File: config.mk
export PLATFORM = sky130hd
export DESIGN_NAME = boot_bus_handoff
export DESIGN_NICKNAME = d
export VERILOG_FILES = /design/src/rtl/boot_bus_handoff_pkg.sv /design/src/rtl/boot_address_decoder.sv /design/src/rtl/boot_bus_handoff.sv
export SDC_FILE = /design/constraint.sdc
export NUM_CORES = 1
export LEC_CHECK = 0
export BUFFER_PORTS_ARGS = -buffer_cell sky130_fd_sc_hd__buf_2
export CORE_ASPECT_RATIO = 1.1
export CORE_MARGIN = 10
export CORE_UTILIZATION = 38
export CTS_BUF_LIST = sky130_fd_sc_hd__clkbuf_4 sky130_fd_sc_hd__clkbuf_8
export DETAILED_ROUTE_END_ITERATION = 10
export GPL_ROUTABILITY_DRIVEN = 0
export PLACE_DENSITY = 0.94
export SETUP_SLACK_MARGIN = 0.3
export SLEW_MARGIN = 20
export SYNTH_ARGS = -nofsm -noshare
export SYNTH_HDL_FRONTEND = slang
export SYNTH_SLANG_ARGS = --single-unit
File: constraint.sdc
create_clock -name clock -period 2.1 [get_ports clock]
set_input_delay 0.21 -clock clock [delete_from_list [all_inputs] [get_ports clock]]
set_output_delay 0.21 -clock clock [all_outputs]
set_load 0.05 [all_outputs]
File: src/rtl/boot_bus_handoff_pkg.sv
// Shared constants for the bootstrap bus handoff: FSM state encoding and
// default bus geometry used by the handoff top and its address decoder.
package bootstrap_pkg;

    localparam logic [1:0] COPY   = 2'd0;
    localparam logic [1:0] SETTLE = 2'd1;
    localparam logic [1:0] RUN    = 2'd2;

    localparam int         ADDRESS_BUS_WIDTH_DEFAULT = 16;
    localparam logic [7:0] IO_PAGE_DEFAULT           = 8'hFF;

    // A zero-length settle request still needs one idle edge before release.
    function automatic int settle_effective(input int cycles);
        return (cycles < 1) ? 1 : cycles;
    endfunction

endpackage

File: src/rtl/boot_address_decoder.sv
// Combinational RUN-mode decode of a CPU bus cycle into active-low RAM and IO
// selects; the RAM strobes are mutually exclusive by construction.
module boot_address_decoder
    import bootstrap_pkg::*;
#(
    parameter logic [7:0] IO_PAGE = IO_PAGE_DEFAULT
) (
    input  logic [7:0] cpu_page,
    input  logic       cpu_rw,
    input  logic       cpu_valid,
    output logic       ram_cs_n,
    output logic       ram_we_n,
    output logic       ram_oe_n,
    output logic       io_cs_n
);

    logic io_hit_s;
    logic ram_hit_s;

    // Page compare and strobe generation, zero latency from the CPU pins.
    always_comb begin
        io_hit_s  = (cpu_page == IO_PAGE);
        ram_hit_s = !io_hit_s;
        ram_cs_n  = !(cpu_valid & ram_hit_s);
        ram_oe_n  = !(cpu_valid & ram_hit_s & cpu_rw);
        ram_we_n  = !(cpu_valid & ram_hit_s & !cpu_rw);
        io_cs_n   = !(cpu_valid & io_hit_s);
    end

endmodule

File: src/rtl/boot_bus_handoff.sv
// Boot bus handoff: copier owns the memory bus, an idle settle interval follows
// copy completion, then the CPU is released from reset and owns the bus.
module boot_bus_handoff
    import bootstrap_pkg::*;
#(
    parameter int         ADDRESS_BUS_WIDTH = ADDRESS_BUS_WIDTH_DEFAULT,
    parameter int         SETTLE_CYCLES     = 4,
    parameter logic [7:0] IO_PAGE           = IO_PAGE_DEFAULT
) (
    input  logic                         clock,
    input  logic                         reset_n,
    input  logic [ADDRESS_BUS_WIDTH-1:0] copier_address,
    input  logic                         copier_ram_we_n,
    input  logic                         copier_ram_cs_n,
    input  logic                         copier_eeprom_oe_n,
    input  logic                         copier_eeprom_cs_n,
    input  logic                         copier_done,
    input  logic [ADDRESS_BUS_WIDTH-1:0] cpu_address,
    input  logic                         cpu_rw,
    input  logic                         cpu_valid,
    output logic                         cpu_reset_n,
    output logic [ADDRESS_BUS_WIDTH-1:0] address,
    output logic                         ram_cs_n,
    output logic                         ram_we_n,
    output logic                         ram_oe_n,
    output logic                         eeprom_cs_n,
    output logic                         eeprom_oe_n,
    output logic                         io_cs_n,
    output logic                         booted
);

    localparam int SETTLE_EFF = settle_effective(SETTLE_CYCLES);
    localparam int CNT_W      = (SETTLE_EFF > 1) ? $clog2(SETTLE_EFF) : 1;
    localparam logic [CNT_W-1:0] CNT_LOAD = CNT_W'(SETTLE_EFF - 1);

    logic [1:0]       state_r;
    logic [CNT_W-1:0] count_r;

    logic dec_ram_cs_n_s;
    logic dec_ram_we_n_s;
    logic dec_ram_oe_n_s;
    logic dec_io_cs_n_s;

    boot_address_decoder #(
        .IO_PAGE (IO_PAGE)
    ) u_decoder (
        .cpu_page  (cpu_address[ADDRESS_BUS_WIDTH-1 -: 8]),
        .cpu_rw    (cpu_rw),
        .cpu_valid (cpu_valid),
        .ram_cs_n  (dec_ram_cs_n_s),
        .ram_we_n  (dec_ram_we_n_s),
        .ram_oe_n  (dec_ram_oe_n_s),
        .io_cs_n   (dec_io_cs_n_s)
    );

    // Handoff FSM and settle counter; RUN is terminal until reset.
    always_ff @(posedge clock or negedge reset_n) begin
        if (!reset_n) begin
            state_r <= COPY;
            count_r <= {CNT_W{1'b0}};
        end else begin
            case (state_r)
                COPY: begin
                    if (copier_done) begin
                        state_r <= SETTLE;
                        count_r <= CNT_LOAD;
                    end
                end
                SETTLE: begin
                    if (count_r == {CNT_W{1'b0}}) begin
                        state_r <= RUN;
                    end else begin
                        count_r <= count_r - CNT_W'(1);
                    end
                end
                RUN: begin
                    state_r <= RUN;
                end
                default: begin
                    state_r <= COPY;
                    count_r <= {CNT_W{1'b0}};
                end
            endcase
        end
    end

    // Bus owner mux; reset_n gates everything so reset takes effect without a clock.
    always_comb begin
        cpu_reset_n = 1'b0;
        booted      = 1'b0;
        address     = {ADDRESS_BUS_WIDTH{1'b0}};
        ram_cs_n    = 1'b1;
        ram_we_n    = 1'b1;
        ram_oe_n    = 1'b1;
        eeprom_cs_n = 1'b1;
        eeprom_oe_n = 1'b1;
        io_cs_n     = 1'b1;
        if (!reset_n) begin
            cpu_reset_n = 1'b0;
        end else begin
            case (state_r)
                COPY: begin
                    address     = copier_address;
                    ram_cs_n    = copier_ram_cs_n;
                    ram_we_n    = copier_ram_we_n;
                    eeprom_cs_n = copier_eeprom_cs_n;
                    eeprom_oe_n = copier_eeprom_oe_n;
                end
                RUN: begin
                    cpu_reset_n = 1'b1;
                    booted      = 1'b1;
                    address     = cpu_address;
                    ram_cs_n    = dec_ram_cs_n_s;
                    ram_we_n    = dec_ram_we_n_s;
                    ram_oe_n    = dec_ram_oe_n_s;
                    io_cs_n     = dec_io_cs_n_s;
                end
                default: begin
                    cpu_reset_n = 1'b0;
                end
            endcase
        end
    end

endmodule
==> results.yml <==
layout:
  final_common_cell: "buf_2"
  final_area_mm2: 0.00110
  diodes: 0
  fin_util_pct: 71.3
  mostFrequentLayoutCells: "buf_2, buf_6, a22o_1"
  num-fill-cells: 112
  layout.nets: 181
  drive_above_1_share_pct: 66.9
  area.growth.synth_to_final_pct: 82.3
setup_path:
  critPathKind: "flop to output port"
  reg2reg_setup_slack_ns: 0.65
  end_kind: "output port"
  required_ns: 1.89
  path_max_fanout: 9
  start_kind: "flop"
  arrival_ns: 1.56
  r2r_cells: 4
sta:
  timing.fmax_mhz: 566
  setup_viol: 0
  maxSlewViolCount: 0
  setup_tns_ns: 0
  period_share_pct: 84.1
  period_needed_ns: 1.77
  tightest_slew_ns: 0.362
  rsz0062_at_grt: "true"
  maxSlewHeadroom_pct: 75.7
  fin_skew_ns: 0.00101
  whs_ns: 0.433
  hold_viol: 0
pwr:
  peakVddDrop_v: 0.000868
  seqPwrFrac_pct: 8.6
  p_per_area_mw_per_mm2: 1540
  switching_power_mw: 0.914
  p_comb_share_pct: 86.0
  intPower_mw: 0.773
  switching_share_pct: 54.2
  power.leakage_nw: 0.574
  clkPwrFrac_pct: 5.4
routing:
  met3_length_um: 380
  wl_per_cell_um: 19.1
  totalWireLength_um: 2870
  antenna_left: 0
  wl_met1_um: 1060
  vias: 807
  vias_per_cell: 5.38
  route.detailed.drc: 0
  first_iter_violations: 27
  top_layer: "met3"
  wl_met2_um: 1430
  dr.pass1.iters: 4
hold_path:
  hold_class: "input port to asynchronous set/reset pin"
yosys:
  synth_seq_area_share_pct: 16.6
  post_synth.cell_area_avg_um2: 9.26
  synth_fp_nets: 111
  synth.distinct_cells: 28
  synth_cells: 65
  yosysWarnings: 0
  synth_area_um2: 602
  synth_seq_cells: 4
cts:
  cts_tree: "done"
  clock-sinks: 4
  insertion_delay_ns: 0.23
  clk_path_buf_depth: 2
  clk_pin_slew_ns: 0.04
  cts.root.buffer_cell: "clkbuf_4"
  cts_made_buffers: 3
  htreeDepth: 1
grt:
  grt_pass1_vias: 827
  grt_max_degree: 19
  antenna_found_initial: 0
  grt_pass1_wl_um: 3930
  grt_use_total_pct: 13.6
  grt.overflow.total: 0
job:
  drv_cap: 0
die:
  placementRows: 15
  start_util_pct: 39.1
  fp.dieArea_mm2: 0.00358
  fp.dieH_um: 61.7
  ios: 65
  core_mm2: 0.00154
  fp.dieW_um: 57.9
placed_design:
  place_hpwl_um: 2190
  dpl_cell_area_um2: 903
  io_buffers: 64
status:
  status: "complete, no violations"
==> synth_stat cells <==
cell type	n	area, um2
a22o_1	10	87.6
inv_1	7	26.3
a22o_2	6	60.1
ha_1	5	62.6
dfrtp_1	4	100
buf_6	3	33.8
nand4_1	3	18.8
nor2_1	3	11.3
a2bb2oi_1	2	17.5
mux2_4	2	30.0
nand2b_1	2	12.5
o21ai_0	2	10.0
a211oi_1	1	7.51
a21oi_1	1	5.00
a21oi_2	1	8.76
a31oi_1	1	6.26
and2_1	1	6.26
and2_4	1	8.76
and4bb_2	1	12.5
buf_4	1	7.51
buf_8	1	15.0
mux2i_1	1	10.0
nand2_1	1	3.75
nand3_1	1	5.00
nor2b_4	1	13.8
o211ai_1	1	7.51
o21a_1	1	7.51
or2_1	1	6.26
==> worst paths after layout <==
| kind | start | endpoint |
|---|---|---|
| max | state_r[0] | address[9] |
| max reg2reg | state_r[0] | state_r[0] |
| max in group asynchronous | reset_n | count_r[1] |
| min | reset_n | state_r[1] |
| min in group clock | copier_done | count_r[0] |
| min reg2reg | count_r[0] | count_r[0] |
==> critical path, cell delays in order (launching register included) <==
cell and delay [ns]:
dfrtp_1 0.40, inv_2 0.13, ha_4 0.18, and2_4 0.15
buf_6 0.13, a22o_1 0.14, buf_4 0.20
==> cell type report <==
class                      count  area [um2]  area share, %
clock buffer                   3        22.5           2.05
inverter                       7        26.3           2.39
multi-input combinational     50         462           42.1
sequential                     4         100           9.12
tap                           17        21.3           1.94
timing repair buffer          69         465           42.4
==> per-layer routing <==
layer  up-vias  track usage (%)
met5         -                0
met4         0             4.03
met3         0             5.08
met2        57             25.5
met1       365             13.8
li1        385                -
==> registers in the layout, summed over array words and instances (netlist names) <==
register and cells:
state_r 2, count_r 2
==> power by group through the flow <==
stage	Combinational (mW)	Clock (mW)	Sequential, mW
global route	1.53	0.102	0.148
CTS	1.38	0.0976	0.140
floorplan	0.992	0	0.141
detailed placement	1.19	0	0.147
finish	1.45	0.0913	0.145
global placement	1.15	0	0.142
==> timing repair <==
action	CTS	global route
hold buffers	1	0
hold endpoints to repair	4	0
cloned	1	1
gates resized for setup	28	15
endpoints found under the setup margin	20	18
setup buffers	2	0
==> kinds of logic after synthesis <==
| family | synth area share (%) |
|---|---|
| AOI/OAI and AO/OA | 36.2 |
| DFF | 16.6 |
| and+or+nand+nor | 16.4 |
| muxes | 6.65 |
| adders and majority gates | 10.4 |
| buffers and inverters | 13.7 |
==> per-stage QoR <==
step	std cells	total power [mW]	setup slack (ns)
2_1_floorplan	65	1.13	0.303
3_3_place_gp	142	1.29	0.415
3_5_place_dp	142	1.34	0.332
4_1_cts	149	1.61	0.330
5_1_grt	150	1.78	0.285
6_report	150	1.69	0.334
No activity file was read; power rests on OpenSTA's default activity.
